--- src/rtl/uart_aes_pkg.sv ---
// rtl/uart_aes_pkg.sv - shared command codes, word size and sequencer state type
package uart_aes_pkg;

   localparam logic [7:0] CMD_WRITE      = 8'h01;
   localparam logic [7:0] CMD_READ       = 8'h02;
   localparam int         BYTES_PER_WORD = 4;

   typedef enum logic [2:0] {
      IDLE,
      ADDR,
      WDATA,
      BUS,
      TX
   } seq_state_t;

endpackage

--- src/rtl/uart_cmd_sequencer_if.sv ---
// rtl/uart_cmd_sequencer_if.sv - UART byte, register bus and status signals of the sequencer
interface uart_cmd_sequencer_if;

   logic [7:0]  rx_data;
   logic        rx_valid;
   logic [7:0]  tx_data;
   logic        tx_valid;
   logic        tx_ready;
   logic        bus_req;
   logic        bus_we;
   logic [7:0]  bus_addr;
   logic [31:0] bus_wdata;
   logic [31:0] bus_rdata;
   logic        bus_ack;
   logic        busy;
   logic        err_cmd;
   logic        err_tmo;
   logic        err_ovr;

   modport master (
      input  rx_data, rx_valid, tx_ready, bus_rdata, bus_ack,
      output tx_data, tx_valid, bus_req, bus_we, bus_addr, bus_wdata,
             busy, err_cmd, err_tmo, err_ovr
   );

   modport slave (
      output rx_data, rx_valid, tx_ready, bus_rdata, bus_ack,
      input  tx_data, tx_valid, bus_req, bus_we, bus_addr, bus_wdata,
             busy, err_cmd, err_tmo, err_ovr
   );

endinterface

--- src/rtl/cmd_timeout_timer.sv ---
// rtl/cmd_timeout_timer.sv - saturating cycle counter that flags when MAX cycles have elapsed
module cmd_timeout_timer #(
   parameter int MAX = 256
) (
   input  logic clk,
   input  logic rst,
   input  logic en,
   input  logic clr,
   output logic expired
);

   localparam int            W    = $clog2(MAX + 1);
   localparam logic [W-1:0]  TERM = W'(MAX);

   logic [W-1:0] cnt;

   // clr dominates en so a byte arriving in the expiry cycle restarts the window
   always_ff @(posedge clk or posedge rst) begin
      if (rst)
         cnt <= '0;
      else if (clr)
         cnt <= '0;
      else if (en && cnt != TERM)
         cnt <= cnt + 1'b1;
   end

   assign expired = (cnt == TERM);

endmodule

--- src/rtl/uart_cmd_sequencer.sv ---
// rtl/uart_cmd_sequencer.sv - parses [cmd][addr][d0..d3] from UART, runs one bus access, returns read data
module uart_cmd_sequencer
   import uart_aes_pkg::*;
#(
   parameter int          BYTE_TIMEOUT = 1_200_000,
   parameter int          BUS_TIMEOUT  = 256,
   parameter logic [31:0] ERR_RDATA    = 32'h0
) (
   input  logic                  clk,
   input  logic                  rst,
   uart_cmd_sequencer_if.master  io
);

   localparam logic [1:0] LAST_BYTE = 2'(BYTES_PER_WORD - 1);

   seq_state_t  state, state_nxt;
   logic [1:0]  cnt;
   logic        we;
   logic [7:0]  addr;
   logic [31:0] wdata;
   logic [31:0] rdata;
   logic        err_cmd_q, err_tmo_q, err_ovr_q;
   logic        byte_run, byte_tmo, bus_tmo, cmd_ok;

   assign byte_run = (state == ADDR) || (state == WDATA);
   assign cmd_ok   = (io.rx_data == CMD_WRITE) || (io.rx_data == CMD_READ);

   cmd_timeout_timer #(.MAX(BYTE_TIMEOUT)) u_byte_timer (
      .clk     (clk),
      .rst     (rst),
      .en      (byte_run),
      .clr     (!byte_run || io.rx_valid),
      .expired (byte_tmo)
   );

   cmd_timeout_timer #(.MAX(BUS_TIMEOUT)) u_bus_timer (
      .clk     (clk),
      .rst     (rst),
      .en      (state == BUS),
      .clr     (state != BUS),
      .expired (bus_tmo)
   );

   always_ff @(posedge clk or posedge rst) begin
      if (rst)
         state <= IDLE;
      else
         state <= state_nxt;
   end

   always_comb begin
      state_nxt = state;
      case (state)
         IDLE:    if (io.rx_valid && cmd_ok) state_nxt = ADDR;
         ADDR:    if (io.rx_valid)           state_nxt = we ? WDATA : BUS;
                  else if (byte_tmo)         state_nxt = IDLE;
         WDATA:   if (io.rx_valid) begin
                     if (cnt == LAST_BYTE)   state_nxt = BUS;
                  end else if (byte_tmo)     state_nxt = IDLE;
         // a late ack in the expiry cycle still completes normally
         BUS:     if (io.bus_ack || bus_tmo) state_nxt = we ? IDLE : TX;
         TX:      if (io.tx_ready && cnt == LAST_BYTE) state_nxt = IDLE;
         default:                            state_nxt = IDLE;
      endcase
   end

   always_ff @(posedge clk or posedge rst) begin
      if (rst) begin
         cnt       <= '0;
         we        <= 1'b0;
         addr      <= '0;
         wdata     <= '0;
         rdata     <= '0;
         err_cmd_q <= 1'b0;
         err_tmo_q <= 1'b0;
         err_ovr_q <= 1'b0;
      end else begin
         err_cmd_q <= 1'b0;
         err_tmo_q <= 1'b0;
         err_ovr_q <= 1'b0;
         case (state)
            IDLE: if (io.rx_valid) begin
               if (cmd_ok) begin
                  we    <= (io.rx_data == CMD_WRITE);
                  wdata <= '0;
               end else begin
                  err_cmd_q <= 1'b1;
               end
            end
            ADDR: if (io.rx_valid) begin
               addr <= io.rx_data;
               cnt  <= '0;
            end else if (byte_tmo) begin
               err_tmo_q <= 1'b1;
            end
            WDATA: if (io.rx_valid) begin
               wdata[{cnt, 3'b000} +: 8] <= io.rx_data;
               cnt                       <= cnt + 2'd1;
            end else if (byte_tmo) begin
               err_tmo_q <= 1'b1;
            end
            BUS: begin
               err_ovr_q <= io.rx_valid;
               if (io.bus_ack) begin
                  if (!we) rdata <= io.bus_rdata;
                  cnt <= '0;
               end else if (bus_tmo) begin
                  err_tmo_q <= 1'b1;
                  if (!we) rdata <= ERR_RDATA;
                  cnt <= '0;
               end
            end
            TX: begin
               err_ovr_q <= io.rx_valid;
               if (io.tx_ready) cnt <= cnt + 2'd1;
            end
            default: ;
         endcase
      end
   end

   always_comb begin
      io.busy      = (state != IDLE);
      io.bus_req   = (state == BUS);
      io.bus_we    = we;
      io.bus_addr  = addr;
      io.bus_wdata = wdata;
      io.tx_valid  = (state == TX);
      io.tx_data   = (state == TX) ? rdata[{cnt, 3'b000} +: 8] : 8'h00;
      io.err_cmd   = err_cmd_q;
      io.err_tmo   = err_tmo_q;
      io.err_ovr   = err_ovr_q;
   end

endmodule
--- src/flat_wrapper.sv ---
// flat-port wrapper written by rule: the top's interface ports become plain ports
module uart_cmd_sequencer_flat import uart_aes_pkg::*;
#(
   parameter int          BYTE_TIMEOUT = 1_200_000,
   parameter int          BUS_TIMEOUT  = 256,
   parameter logic [31:0] ERR_RDATA    = 32'h0
)
  (clk, rst, io_rx_data, io_rx_valid, io_tx_ready, io_bus_rdata, io_bus_ack, io_tx_data, io_tx_valid, io_bus_req, io_bus_we, io_bus_addr, io_bus_wdata, io_busy, io_err_cmd, io_err_tmo, io_err_ovr);
  uart_cmd_sequencer_if io_i ();
  input  logic clk;
  input  logic rst;
  input wire logic [$bits(io_i.rx_data)-1:0] io_rx_data;
  input wire logic [$bits(io_i.rx_valid)-1:0] io_rx_valid;
  input wire logic [$bits(io_i.tx_ready)-1:0] io_tx_ready;
  input wire logic [$bits(io_i.bus_rdata)-1:0] io_bus_rdata;
  input wire logic [$bits(io_i.bus_ack)-1:0] io_bus_ack;
  output wire logic [$bits(io_i.tx_data)-1:0] io_tx_data;
  output wire logic [$bits(io_i.tx_valid)-1:0] io_tx_valid;
  output wire logic [$bits(io_i.bus_req)-1:0] io_bus_req;
  output wire logic [$bits(io_i.bus_we)-1:0] io_bus_we;
  output wire logic [$bits(io_i.bus_addr)-1:0] io_bus_addr;
  output wire logic [$bits(io_i.bus_wdata)-1:0] io_bus_wdata;
  output wire logic [$bits(io_i.busy)-1:0] io_busy;
  output wire logic [$bits(io_i.err_cmd)-1:0] io_err_cmd;
  output wire logic [$bits(io_i.err_tmo)-1:0] io_err_tmo;
  output wire logic [$bits(io_i.err_ovr)-1:0] io_err_ovr;
  assign io_i.rx_data = io_rx_data;
  assign io_i.rx_valid = io_rx_valid;
  assign io_i.tx_ready = io_tx_ready;
  assign io_i.bus_rdata = io_bus_rdata;
  assign io_i.bus_ack = io_bus_ack;
  assign io_tx_data = io_i.tx_data;
  assign io_tx_valid = io_i.tx_valid;
  assign io_bus_req = io_i.bus_req;
  assign io_bus_we = io_i.bus_we;
  assign io_bus_addr = io_i.bus_addr;
  assign io_bus_wdata = io_i.bus_wdata;
  assign io_busy = io_i.busy;
  assign io_err_cmd = io_i.err_cmd;
  assign io_err_tmo = io_i.err_tmo;
  assign io_err_ovr = io_i.err_ovr;
  uart_cmd_sequencer #(.BYTE_TIMEOUT(BYTE_TIMEOUT), .BUS_TIMEOUT(BUS_TIMEOUT), .ERR_RDATA(ERR_RDATA)) u_core (.clk(clk), .rst(rst), .io(io_i));
endmodule
--- config.mk ---
export PLATFORM = sky130hd
export DESIGN_NAME = uart_cmd_sequencer_flat
export DESIGN_NICKNAME = d
export VERILOG_FILES = /design/src/rtl/uart_aes_pkg.sv /design/src/rtl/uart_cmd_sequencer_if.sv /design/src/rtl/cmd_timeout_timer.sv /design/src/rtl/uart_cmd_sequencer.sv /design/src/flat_wrapper.sv
export SDC_FILE = /design/constraint.sdc
export NUM_CORES = 1
export LEC_CHECK = 0
export CAP_MARGIN = 30
export CORE_ASPECT_RATIO = 1.25
export CORE_MARGIN = 3
export CORE_UTILIZATION = 45
export CTS_BUF_LIST = sky130_fd_sc_hd__clkbuf_8
export CTS_CLUSTER_DIAMETER = 200
export DETAILED_ROUTE_END_ITERATION = 7
export PLACE_DENSITY_LB_ADDON = 0.05
export RECOVER_POWER = 100
export SLEW_MARGIN = 20
export SYNTH_ARGS = -nofsm -noshare
export SYNTH_HDL_FRONTEND = slang
export SYNTH_SLANG_ARGS = --single-unit
--- constraint.sdc ---
create_clock -name clk -period 3.9 [get_ports clk]
set_clock_uncertainty 0.05 [all_clocks]
set_input_delay 0.78 -clock clk [delete_from_list [all_inputs] [get_ports clk]]
set_output_delay 0.78 -clock clk [all_outputs]
set_load 0.02 [all_outputs]
==> key figures, run 1 <==
Route
  – WL/cell: 17.8 microns
  – Drt first pass iters: 4
  – Antenna Nets Post-Route: 0
  – Via/cell ratio: 5.71
  – DRC: 0
  – Final wirelength: 11900 microns
  – Drt initial violations: 146
  – Via count: 3806

Synth
  – Warnings, synthesis: 0
  – Yosys reg bits: 111
  – Post-synthesis cell count: 432
  – Yosys cell types: 47
  – Syn_nets: 487
  – Most used DFF post-synth: dfrtp_1
  – Post-synth EDFFs: 0
  – Asr flop ratio synth: 100%
  – Post-Syn Area: 0.00514 sq mm
  – Post-synthesis sequential area ratio: 54.1%
  – Mean area per synthesized cell: 11.9 sq um

Timing
  – Setup tns final: 0 ns
  – Fmax: 0.301 GHz
  – RSZ-0062 raised after global routing: no
  – Period utilisation layout: 85.2%
  – Final setup vio count: 0
  – Worst slew pin tran: 1.40 ns
  – Post-layout min period: 3.32 ns
  – Hold WS: 0.458 ns
  – Slew HR: 6.43%
  – Final-report max-slew violation count: 0
  – Hold Vio Cnt, Final: 0

Clock network
  – CTS sink count: 111
  – CTS Root Cell: clkbuf_8
  – CTS tree: built
  – Number of setup buffers added after CTS: 0
  – Clk_lat worst skew: 0.38 ns
  – Clk slew on worst S/H paths: 0.10 ns
  – Num CTS Buffers: 9
  – Hold buffers post-CTS: 0
  – Htree depth: 3
  – Post_cts resized: 0
  – Clk buf depth: 2

Power and ir drop
  – Clk pwr share: 19.0%
  – Switching Fraction: 34.2%
  – Gate power share: 37.0%
  – Total power: 3.97 mW
  – Max VDD drop: 0.261 mV
  – Sequential power share: 43.9%
  – NetSw: 1.36 mW
  – P_int: 2.61 mW
  – Pwr Density: 619 mW/mm^2
  – Pleak: 2.86 nW

Global route
  – Initial antenna violation count: 0
  – Pin count of the biggest net entering global routing: 50
  – First-pass GRT wire length: 19400 microns
  – Global Route Usage Sum: 19.1%
  – GRT Residual Overflow: 0
  – Vias in the first global route: 3837

Hold path
  – Min-Delay Path Class: flop to flop
  – Hold_sp: u_core.io.bus_addr[2]

Critical path
  – Setup crit start: u_core.cnt[0]
  – WP data arrival: 2.49 ns
  – CP required: 3.07 ns
  – Worst path max stage delay: 0.72 ns
  – Setup Crit Path Kind: flop to primary output
  – Max stage delay cell, worst path: dfrtp_1
  – Crit start category: flop
  – Crit path max fanout: 9
  – Sequence of cells on the critical path: mux4_2 > and2_1 > dlygate4sd3_1
  – FF-to-FF Start: u_core.state[2]
  – CP Capture Type: primary output

Layout
  – Area delta synth->final: 24.8%
  – Ant. Diodes: 0
  – Final instance area: 0.00641 sq mm
  – Commonest non-fill, non-tap cell in the layout: dfrtp_1
  – Commonest cells after routing, fill and taps aside: 111 x dfrtp_1, 64 x a22o_1, 58 x dlygate4sd3_1
  – Core Util, Final: 57.6%
  – Share of layout cells above drive strength 1: 8.47%
  – Post-layout nets: 582

Outcome
  – Status: finished, final reports clean

Placement
  – Detailed Place HPWL: 8540 microns
  – Area after DPL: 0.00626 sq mm
  – Placer Congestion: 0.835
  – PortBufs: 99

Floorplan
  – Die X: 102 microns
  – Core Region: 0.0111 sq mm
  – Starting Density: 46.1%
  – Die Ht: 125 microns
  – I/O Pins: 100
  – Rows: 43
  – Die Area: 0.0127 sq mm

Run
  – Max Cap Violations: 0
## power by group through the flow
stage / Combinational, mW / Clock (mW) / Sequential (mW)
3_3_place_gp: 1.54 / 0 / 1.77
2_1_floorplan: 0.915 / 0 / 1.82
5_1_grt: 1.60 / 0.823 / 1.79
6_report: 1.47 / 0.754 / 1.74
4_1_cts: 1.58 / 0.781 / 1.76
3_5_place_dp: 1.58 / 0 / 1.77
## metrics by stage
stage,setup WS (ns),cells
6_report,0.578,666
5_1_grt,0.427,666
4_1_cts,0.622,666
3_5_place_dp,0.868,651
3_3_place_gp,0.881,651
2_1_floorplan,0.139,432
## final timing paths
check	to	slack, ns	depth (start not counted)
worst max-delay path	io_tx_data[7]	0.58	3
worst min-delay path	u_core.io.bus_addr[2]	0.46	1
worst max register to register	u_core.rdata[8]	1.20	6
worst min register to register	u_core.io.bus_addr[2]	0.46	1
max in group asynchronous	u_core.io.bus_wdata[25]	1.01	3
min in group asynchronous	u_core.rdata[5]	1.09	2
## registers in the layout, indices dropped and copies added (netlist names)
| register | flops |
|---|---|
| u_core.io.bus_wdata | 32 |
| u_core.cnt | 2 |
| u_core.io.err_tmo | 1 |
| u_core.io.err_ovr | 1 |
| u_core.io.err_cmd | 1 |
| u_core.rdata | 32 |
| u_core.io.bus_addr | 8 |
| u_core.u_byte_timer.cnt | 21 |
| u_core.io.bus_we | 1 |
| u_core.state | 3 |
| u_core.u_bus_timer.cnt | 9 |
## critical path, delay by kind of cell (launching register included)
family                 cells  cell delay, ns
and+or+nand+nor            1            0.18
DFF                        1            0.72
buffers and inverters      1            0.65
muxes                      1            0.56
## cell usage after synthesis (5+ instances only)
cell type | number | area [sq um]
o21ai_0 | 14 | 70.1
nor2_1 | 25 | 93.8
mux4_2 | 8 | 180
a22o_1 | 64 | 561
nand3_1 | 15 | 75.1
nand4_1 | 11 | 68.8
and3_1 | 5 | 31.3
dfrtp_1 | 111 | 2780
ha_1 | 10 | 125
nand2_1 | 12 | 45.0
a21oi_1 | 18 | 90.1
xor2_1 | 14 | 123
mux2_2 | 9 | 101
and4_1 | 8 | 70.1
and2_1 | 15 | 93.8
inv_1 | 14 | 52.6
xnor2_1 | 5 | 43.8
buf_4 | 6 | 45.0
clkbuf_1 | 14 | 52.6
or3_1 | 10 | 62.6
## metal layers
layer  share of wire, %  vias to the layer above  track usage, %
met3                5.3                       24            3.29
met1                 43                     1870            25.3
met2                 49                      119            30.6
met4                2.8                        0            8.37
met5                  0                        -               0
li1                   -                     1793               -
## cells by family (layout without fill, tap and decap cells)
kind of cell	count (synthesis)	after routing	synth area share (%)
AO/OA/AOI/OAI	111	111	16.4
XOR/XNOR	19	19	3.24
adder cells (fa/ha/maj)	11	11	2.63
buffers and inverters	39	138	3.53
flip-flops	111	111	54.1
multiplexers	19	19	5.87
AND/OR/NAND/NOR	122	122	14.2
## final cells by class
cell class,count,area [sq um]
clock buffer,10,138
clock inverter,5,82.6
fill,974,4720
inverter,14,53.8
multi-input combinational,282,2150
sequential,111,2780
tap,135,169
timing repair buffer,109,1050
(Power assumes the default switching activity.)
==> run 2, diff against run 1 <==
--- a/config.mk
+++ b/config.mk
@@ -5,8 +5,9 @@
 export SDC_FILE = /design/constraint.sdc
 export NUM_CORES = 1
 export LEC_CHECK = 0
+export ABC_AREA = 1
 export CAP_MARGIN = 30
-export CORE_ASPECT_RATIO = 1.25
+export CORE_ASPECT_RATIO = 0.5
 export CORE_MARGIN = 3
 export CORE_UTILIZATION = 45
 export CTS_BUF_LIST = sky130_fd_sc_hd__clkbuf_8
==> key figures, run 2 <==
Timing
  – Worst slew pin tran: 1.52 ns (+0.111 ns)
  – Period utilisation layout: 80.6% (-4.5 points)
  – Final setup vio count: 0 (unchanged)
  – Final Worst Setup Slack: 0.755 ns (+0.176 ns)
  – Fmax: 0.318 GHz (+5.6%)
  – RSZ-0062 raised after global routing: no
  – Final-report max-slew violation count: 37 (+37)
  – Setup tns final: 0 ns (unchanged)
  – Post-layout min period: 3.15 ns (-0.176 ns)
  – Hold WS: 0.434 ns (-0.0237 ns)
  – Hold Vio Cnt, Final: 0 (unchanged)
  – Slew HR: -1.56% (-8.0 points)

Synth
  – Synth Area in Compound Gates: 10.7% (-5.7 points)
  – Asr flop ratio synth: 100% (unchanged)
  – Multiplexer share of the synthesized area: 0% (-5.9 points)
  – Yosys cell types: 36 (-23%)
  – Yosys reg bits: 111 (unchanged)
  – Top cells by area, synth: dfrtp_1 49%, nand2_1 12%, nand3_1 7.6%
  – Post-synthesis sequential area ratio: 49.3% (-4.8 points)
  – Post-synthesis simple-gate area fraction: 29.5% (+15 points)
  – Post-synthesis cell count: 710 (+64%)
  – Post-Syn Area: 0.00564 sq mm (+9.7%)
  – Top cells by count, synth: 186 x nand2_1, 111 x dfrtp_1, 86 x nand3_1
  – Synth top area share: 49.3% (-4.8 points)
  – Synth Area in Adders: 2.22% (-0.41 points)
  – Most used DFF post-synth: dfrtp_1
  – Warnings, synthesis: 0 (unchanged)
  – Post-synthesis xor/xnor area fraction: 0.466% (-2.8 points)
  – Mean area per synthesized cell: 7.94 sq um (-33%)
  – Largest family of logic cells by synthesized area: simple AND/OR/NAND/NOR gates
  – Count leader, synth: nand2_1
  – Syn_nets: 765 (+57%)
  – Post-synth EDFFs: 0 (unchanged)
  – Area leader, netlist: dfrtp_1

Clock network
  – CTS sink count: 111 (unchanged)
  – Hold buffers post-CTS: 0 (unchanged)
  – CTS Root Cell: clkbuf_8
  – Post_cts resized: 0 (unchanged)
  – Num CTS Buffers: 9 (unchanged)
  – Htree depth: 3 (unchanged)
  – Clk buf depth: 2 (unchanged)
  – CTS tree: built
  – Clk_lat worst skew: 0.37 ns (about the same)
  – Clk slew on worst S/H paths: 0.10 ns (about the same)
  – Number of setup buffers added after CTS: 0 (unchanged)

Route
  – Via count: 4936 (+30%)
  – Metal2 WL: 5970 microns (+3.3%)
  – Final wirelength: 14000 microns (+18%)
  – Drt first pass iters: 5 (+1)
  – Via/cell ratio: 5.10 (-11%)
  – WL/cell: 14.5 microns (-19%)
  – Drt initial violations: 309 (+110%)
  – Highest routed metal layer: met4
  – Wl on met1: 6940 microns (+35%)
  – DRC: 0 (unchanged)
  – Antenna Nets Post-Route: 0 (unchanged)
  – Metal3 WL: 920 microns (+46%)

Layout
  – Area delta synth->final: 22.0%
  – Commonest non-fill, non-tap cell in the layout: nand2_1
  – Share of layout cells above drive strength 1: 4.61% (-3.9 points)
  – Post-layout nets: 852 (+46%)
  – Final instance area: 0.00687 sq mm (+7.2%)
  – Commonest cells after routing, fill and taps aside: 188 x nand2_1, 111 x dfrtp_1, 87 x nand3_1
  – Ant. Diodes: 0 (unchanged)

Floorplan
  – Core Region: 0.0120 sq mm (+7.9%)
  – Rows: 28 (-35%)
  – Die Area: 0.0140 sq mm (+9.8%)
  – Die X: 164 microns (+62%)
  – I/O Pins: 100 (unchanged)
  – Starting Density: 46.9% (+0.78 points)
  – Die Ht: 85.1 microns (-32%)

Hold path
  – Min-Delay Path Class: flop to flop
  – Hold_sp: u_core.io.bus_wdata[20]

Global route
  – Global Route Usage Sum: 21.0% (+1.9 points)
  – Vias in the first global route: 4629 (+21%)
  – GRT Residual Overflow: 0 (unchanged)
  – First-pass GRT wire length: 23400 microns (+21%)
  – Initial antenna violation count: 0 (unchanged)
  – Pin count of the biggest net entering global routing: 77 (+54%)

Critical path
  – Crit start category: flop
  – Setup crit start: u_core.state[0]
  – FF-to-FF Start: u_core.state[1]
  – Setup Crit Path Kind: flop to primary output
  – CP required: 3.07 ns (about the same)
  – CP Capture Type: primary output
  – Reg2reg setup slack: 0.78 ns (-0.42 ns)
  – WP data arrival: 2.32 ns (-0.17 ns)
  – Crit path max fanout: 11 (+2)

Placement
  – PortBufs: 99 (unchanged)
  – Detailed Place HPWL: 10200 microns (+20%)
  – Area after DPL: 0.00671 sq mm (+7.2%)
  – Placer Congestion: 0.838 (+0.35%)
  – Setup WS pre-CTS: 1.08 ns (+0.214 ns)

Run
  – Max Cap Violations: 1 (+1)

Outcome
  – Status: finished, violations left
  – Failing checks: max-capacitance violations, max-slew violations

Power and ir drop
  – Pleak: 3.33 nW (+16%)
  – Pwr Density: 495 mW/mm^2 (-20%)
  – Max VDD drop: 0.222 mV (-15%)
-- run 2: cell types whose count changed after synthesis, sizes merged, moves of 9 or more --
cell	change
a21oi	+17
a22o	-64
and2	-15
inv	+61
mux2	-9
nand2	+178
nand3	+73
nor2	+31
nor3	+27
o21ai	+36
or3	-11
xor2	-11
-- run 2: path summary, 6_finish.rpt --
kind	cells after the start	to
max	4	io_tx_data[1]
max in group asynchronous	3	u_core.u_bus_timer.cnt[4]
min reg2reg	2	u_core.io.bus_wdata[20]
min in group asynchronous	2	u_core.u_byte_timer.cnt[4]
max reg2reg	7	u_core.rdata[15]
min	2	u_core.io.bus_wdata[20]
-- run 2: cells by family after synthesis --
group	after synthesis
adders and majority gates	10
AOI/OAI and AO/OA	106
and+or+nand+nor	377
xor gates and xnor gates	3
buffers and inverters	103
DFF	111
-- run 2: metal layers --
metal	track usage (%)	up-vias
met3	4.68	15
met5	0	-
li1	-	2483
met4	3.91	0
met2	30.8	148
met1	32.2	2290
-- run 2: critical path: stages (launching register included) --
cell and delay [ns]:
dfrtp_1 0.44, nor2_1 0.19, nand2_1 0.31, a21oi_1 0.30
dlygate4sd3_1 0.71
-- run 2: power by group --
part / switching [mW] / total (mW) / internal, mW
sequential: 0.160 / 1.56 / 1.40
combinational: 0.731 / 1.14 / 0.405
clock: 0.394 / 0.707 / 0.313
-- run 2: final cells by class --
class                   count  area [sq um]
clock buffers              10           138
clock inverters             6          60.1
fillers                  1128          5140
inverters                  76           287
multi-input cells         496          2360
flip-flops and latches    111          2780
well taps                 165           206
repair buffers            103          1040
-- run 2: through the flow --
stage	total power, mW	util, %	instances
2_1_floorplan	2.34	-	710
3_3_place_gp	2.73	55.9	950
3_5_place_dp	2.75	55.9	950
4_1_cts	3.46	57.5	966
5_1_grt	3.64	57.2	967
6_report	3.40	57.2	967
==> run 3, diff against run 2 <==
==> constraint.sdc (replaced) <==
create_clock -name clk -period 2.7 [get_ports clk]
set_clock_uncertainty 0.05 [all_clocks]
set_input_delay 0.54 -clock clk [delete_from_list [all_inputs] [get_ports clk]]
set_output_delay 0.54 -clock clk [all_outputs]
set_load 0.02 [all_outputs]
==> key figures, run 3 (synthesis results as in run 2) <==
Outcome
  – Status: finished, final reports clean

Layout
  – Ant. Diodes: 0 (unchanged)
  – Commonest cells after routing, fill and taps aside: 186 x nand2_1, 110 x dfrtp_1, 87 x nand3_1
  – Fin cells: 974 (+0.72%)
  – Multi-input logic area: 0.00240 sq mm (+1.4%)
  – Final instance area: 0.00693 sq mm (+0.84%)
  – Filler Cell Count: 1148 (+1.8%)
  – Area delta synth->final: 23.0%
  – Share of layout cells above drive strength 1: 5.32% (+0.70 points)
  – Storage cell area: 0.00278 sq mm (about the same)
  – Post-layout nets: 860 (+0.94%)
  – Commonest non-fill, non-tap cell in the layout: nand2_1

Placement
  – Placer Congestion: 0.872 (+4.1%)
  – PortBufs: 99 (unchanged)
  – Cells after DPL: 959 (+0.95%)
  – Area after DPL: 0.00680 sq mm (+1.2%)
  – Detailed Place HPWL: 10400 microns (+1.5%)

Timing
  – Worst slew pin tran: 0.943 ns (-0.572 ns)
  – Hold Vio Cnt, Final: 0 (unchanged)
  – Setup tns final: 0 ns (unchanged)
  – Post-layout min period: 2.59 ns
  – RSZ-0062 raised after global routing: no
  – Final setup vio count: 0 (unchanged)
  – Slew HR: 37.1% (+39 points)
  – Fmax: 0.386 GHz
  – Final-report max-slew violation count: 0 (-100%)
  – Period utilisation layout: 96.1%

Critical path
  – Crit path max fanout: 36 (+25)
  – Crit start category: flop
  – CP Capture Type: primary output
  – Depth of the most critical reg-to-reg path: 8 (+1)
  – FF-to-FF Start: u_core.state[1]
  – Reg2reg setup slack: 0.27 ns (-0.51 ns)
  – Crit-path most repeated cell: a21oi_1
  – Crit path max-delay family: buffers and inverters
  – Sequence of cells on the critical path: buf_12 > a21oi_1 > o21ai_0 > a21oi_1 > clkdlybuf4s50_1
  – CP required: 2.11 ns (-0.96 ns)
  – CP bufs+invs: 2 (+1)
  – Worst flop-to-flop path endpoint: u_core.io.bus_wdata[30]
  – Setup Crit Path Kind: flop to primary output
  – Worst path max stage delay: 0.63 ns (-0.08 ns)
  – Max stage delay cell, worst path: clkdlybuf4s50_1
  – WP data arrival: 2.00 ns (-0.32 ns)

Route
  – Via count: 4965 (+0.59%)
  – WL/cell: 14.5 microns (+0.63%)
  – DRC: 0 (unchanged)
  – Drt first pass iters: 5 (unchanged)
  – Highest routed metal layer: met4
  – Metal3 WL: 889 microns (-3.4%)
  – Antenna Nets Post-Route: 0 (unchanged)
  – Drt initial violations: 377 (+22%)
  – Final wirelength: 14200 microns (+1.4%)
  – Wl on met1: 7050 microns (+1.5%)
  – Via/cell ratio: 5.10 (-0.14%)
  – Metal2 WL: 6080 microns (+2.0%)

Global route
  – Global Route Usage Sum: 21.8% (+0.77 points)
  – Initial antenna violation count: 0 (unchanged)
  – Vias in the first global route: 4764 (+2.9%)
  – Pin count of the biggest net entering global routing: 76 (-1.3%)
  – First-pass GRT wire length: 24200 microns (+3.6%)
  – GRT Residual Overflow: 0 (unchanged)

Floorplan
  – Die Ht: 85.1 microns (unchanged)
  – Die X: 164 microns (unchanged)
  – Core Region: 0.0120 sq mm (unchanged)
  – Starting Density: 46.9% (unchanged)
  – I/O Pins: 100 (unchanged)
  – Rows: 28 (unchanged)
  – Die Area: 0.0140 sq mm (unchanged)

Clock network
  – Htree depth: 3 (unchanged)
  – Num CTS Buffers: 9 (unchanged)
  – Hold buffers post-CTS: 0 (unchanged)
  – Clk slew on worst S/H paths: 0.09 ns (about the same)
  – CTS tree: built
  – Clk_lat worst skew: 0.37 ns (about the same)
  – CTS Root Cell: clkbuf_8
  – CTS sink count: 111 (unchanged)
  – Clk buf depth: 2 (unchanged)

Power and ir drop
  – Max VDD drop: 0.301 mV (+36%)
  – Pwr Density: 724 mW/mm^2 (+46%)
  – Pleak: 3.32 nW (-0.25%)

Hold path
  – Hold Path Sink: u_core.io.bus_wdata[3]
  – Hold_sp: u_core.io.bus_wdata[3]
  – Hold Path Stages: 2 (unchanged)
  – Min-Delay Path Class: flop to flop

Run
  – Max Cap Violations: 0 (-1)
## run 3: how the worst max path moves through the flow
stage | from | end | slack, ns | cells after the start
floorplan | u_core.cnt[1] | u_core.io.bus_wdata[2] | 0.64 | 9
global placement | io_rx_data[2] | u_core.io.bus_wdata[19] | 0.18 | 10
detailed placement | io_rx_data[7] | u_core.io.bus_wdata[21] | 0.15 | 10
CTS | u_core.state[0] | io_tx_data[6] | 0.003 | 4
global route | u_core.state[0] | io_tx_data[3] | 0.004 | 4
finish | u_core.cnt[0] | io_tx_data[3] | 0.11 | 5
## run 3: per-stage QoR
stage | utilization (%) | setup WS, ns | hold slack (ns) | total power [mW]
2_1_floorplan | - | 0.638 | 0.387 | 3.39
3_3_place_gp | 56.5 | 0.181 | 0.407 | 4.02
3_5_place_dp | 56.5 | 0.145 | 0.416 | 4.05
4_1_cts | 58.3 | 0.00308 | 0.441 | 5.14
5_1_grt | 57.7 | 0.00364 | 0.455 | 5.39
6_report | 57.7 | 0.106 | 0.432 | 5.02
## run 3: worst register-to-register path: cells and delay by family, from the launching register on
| kind | cells | cell delay [ns] |
|---|---|---|
| simple gates | 5 | 1.08 |
| flops | 1 | 0.44 |
| buf+inv | 2 | 0.40 |
| compound gates | 1 | 0.37 |
## run 3: layer usage
| layer | up-vias | GRT usage, % |
|---|---|---|
| met5 | - | 0 |
| met4 | 0 | 4.68 |
| met3 | 14 | 5.36 |
| met2 | 139 | 31.9 |
| met1 | 2312 | 32.7 |
| li1 | 2500 | - |
## run 3: timing repair
item / in CTS / in global routing
buffers inserted: 0 / 0
endpoints found under the setup margin: 9 / 8
gates resized for setup: 3 / 7
hold endpoints to repair: 0 / 0
## run 3: cell type report
type	instances	area share, %
repair buffers	111	15.1
clock inverters	5	1.08
well taps	165	2.98
inverters	76	4.13
flip-flops and latches	111	40.1
clock buffers	10	1.99
multi-input cells	496	34.6
## run 3: power breakdown
group | internal (mW) | switching (mW) | leakage [nW]
Sequential | 2.02 | 0.230 | 1.48
Clock | 0.537 | 0.539 | 0.111
Combinational | 0.599 | 1.09 | 1.73
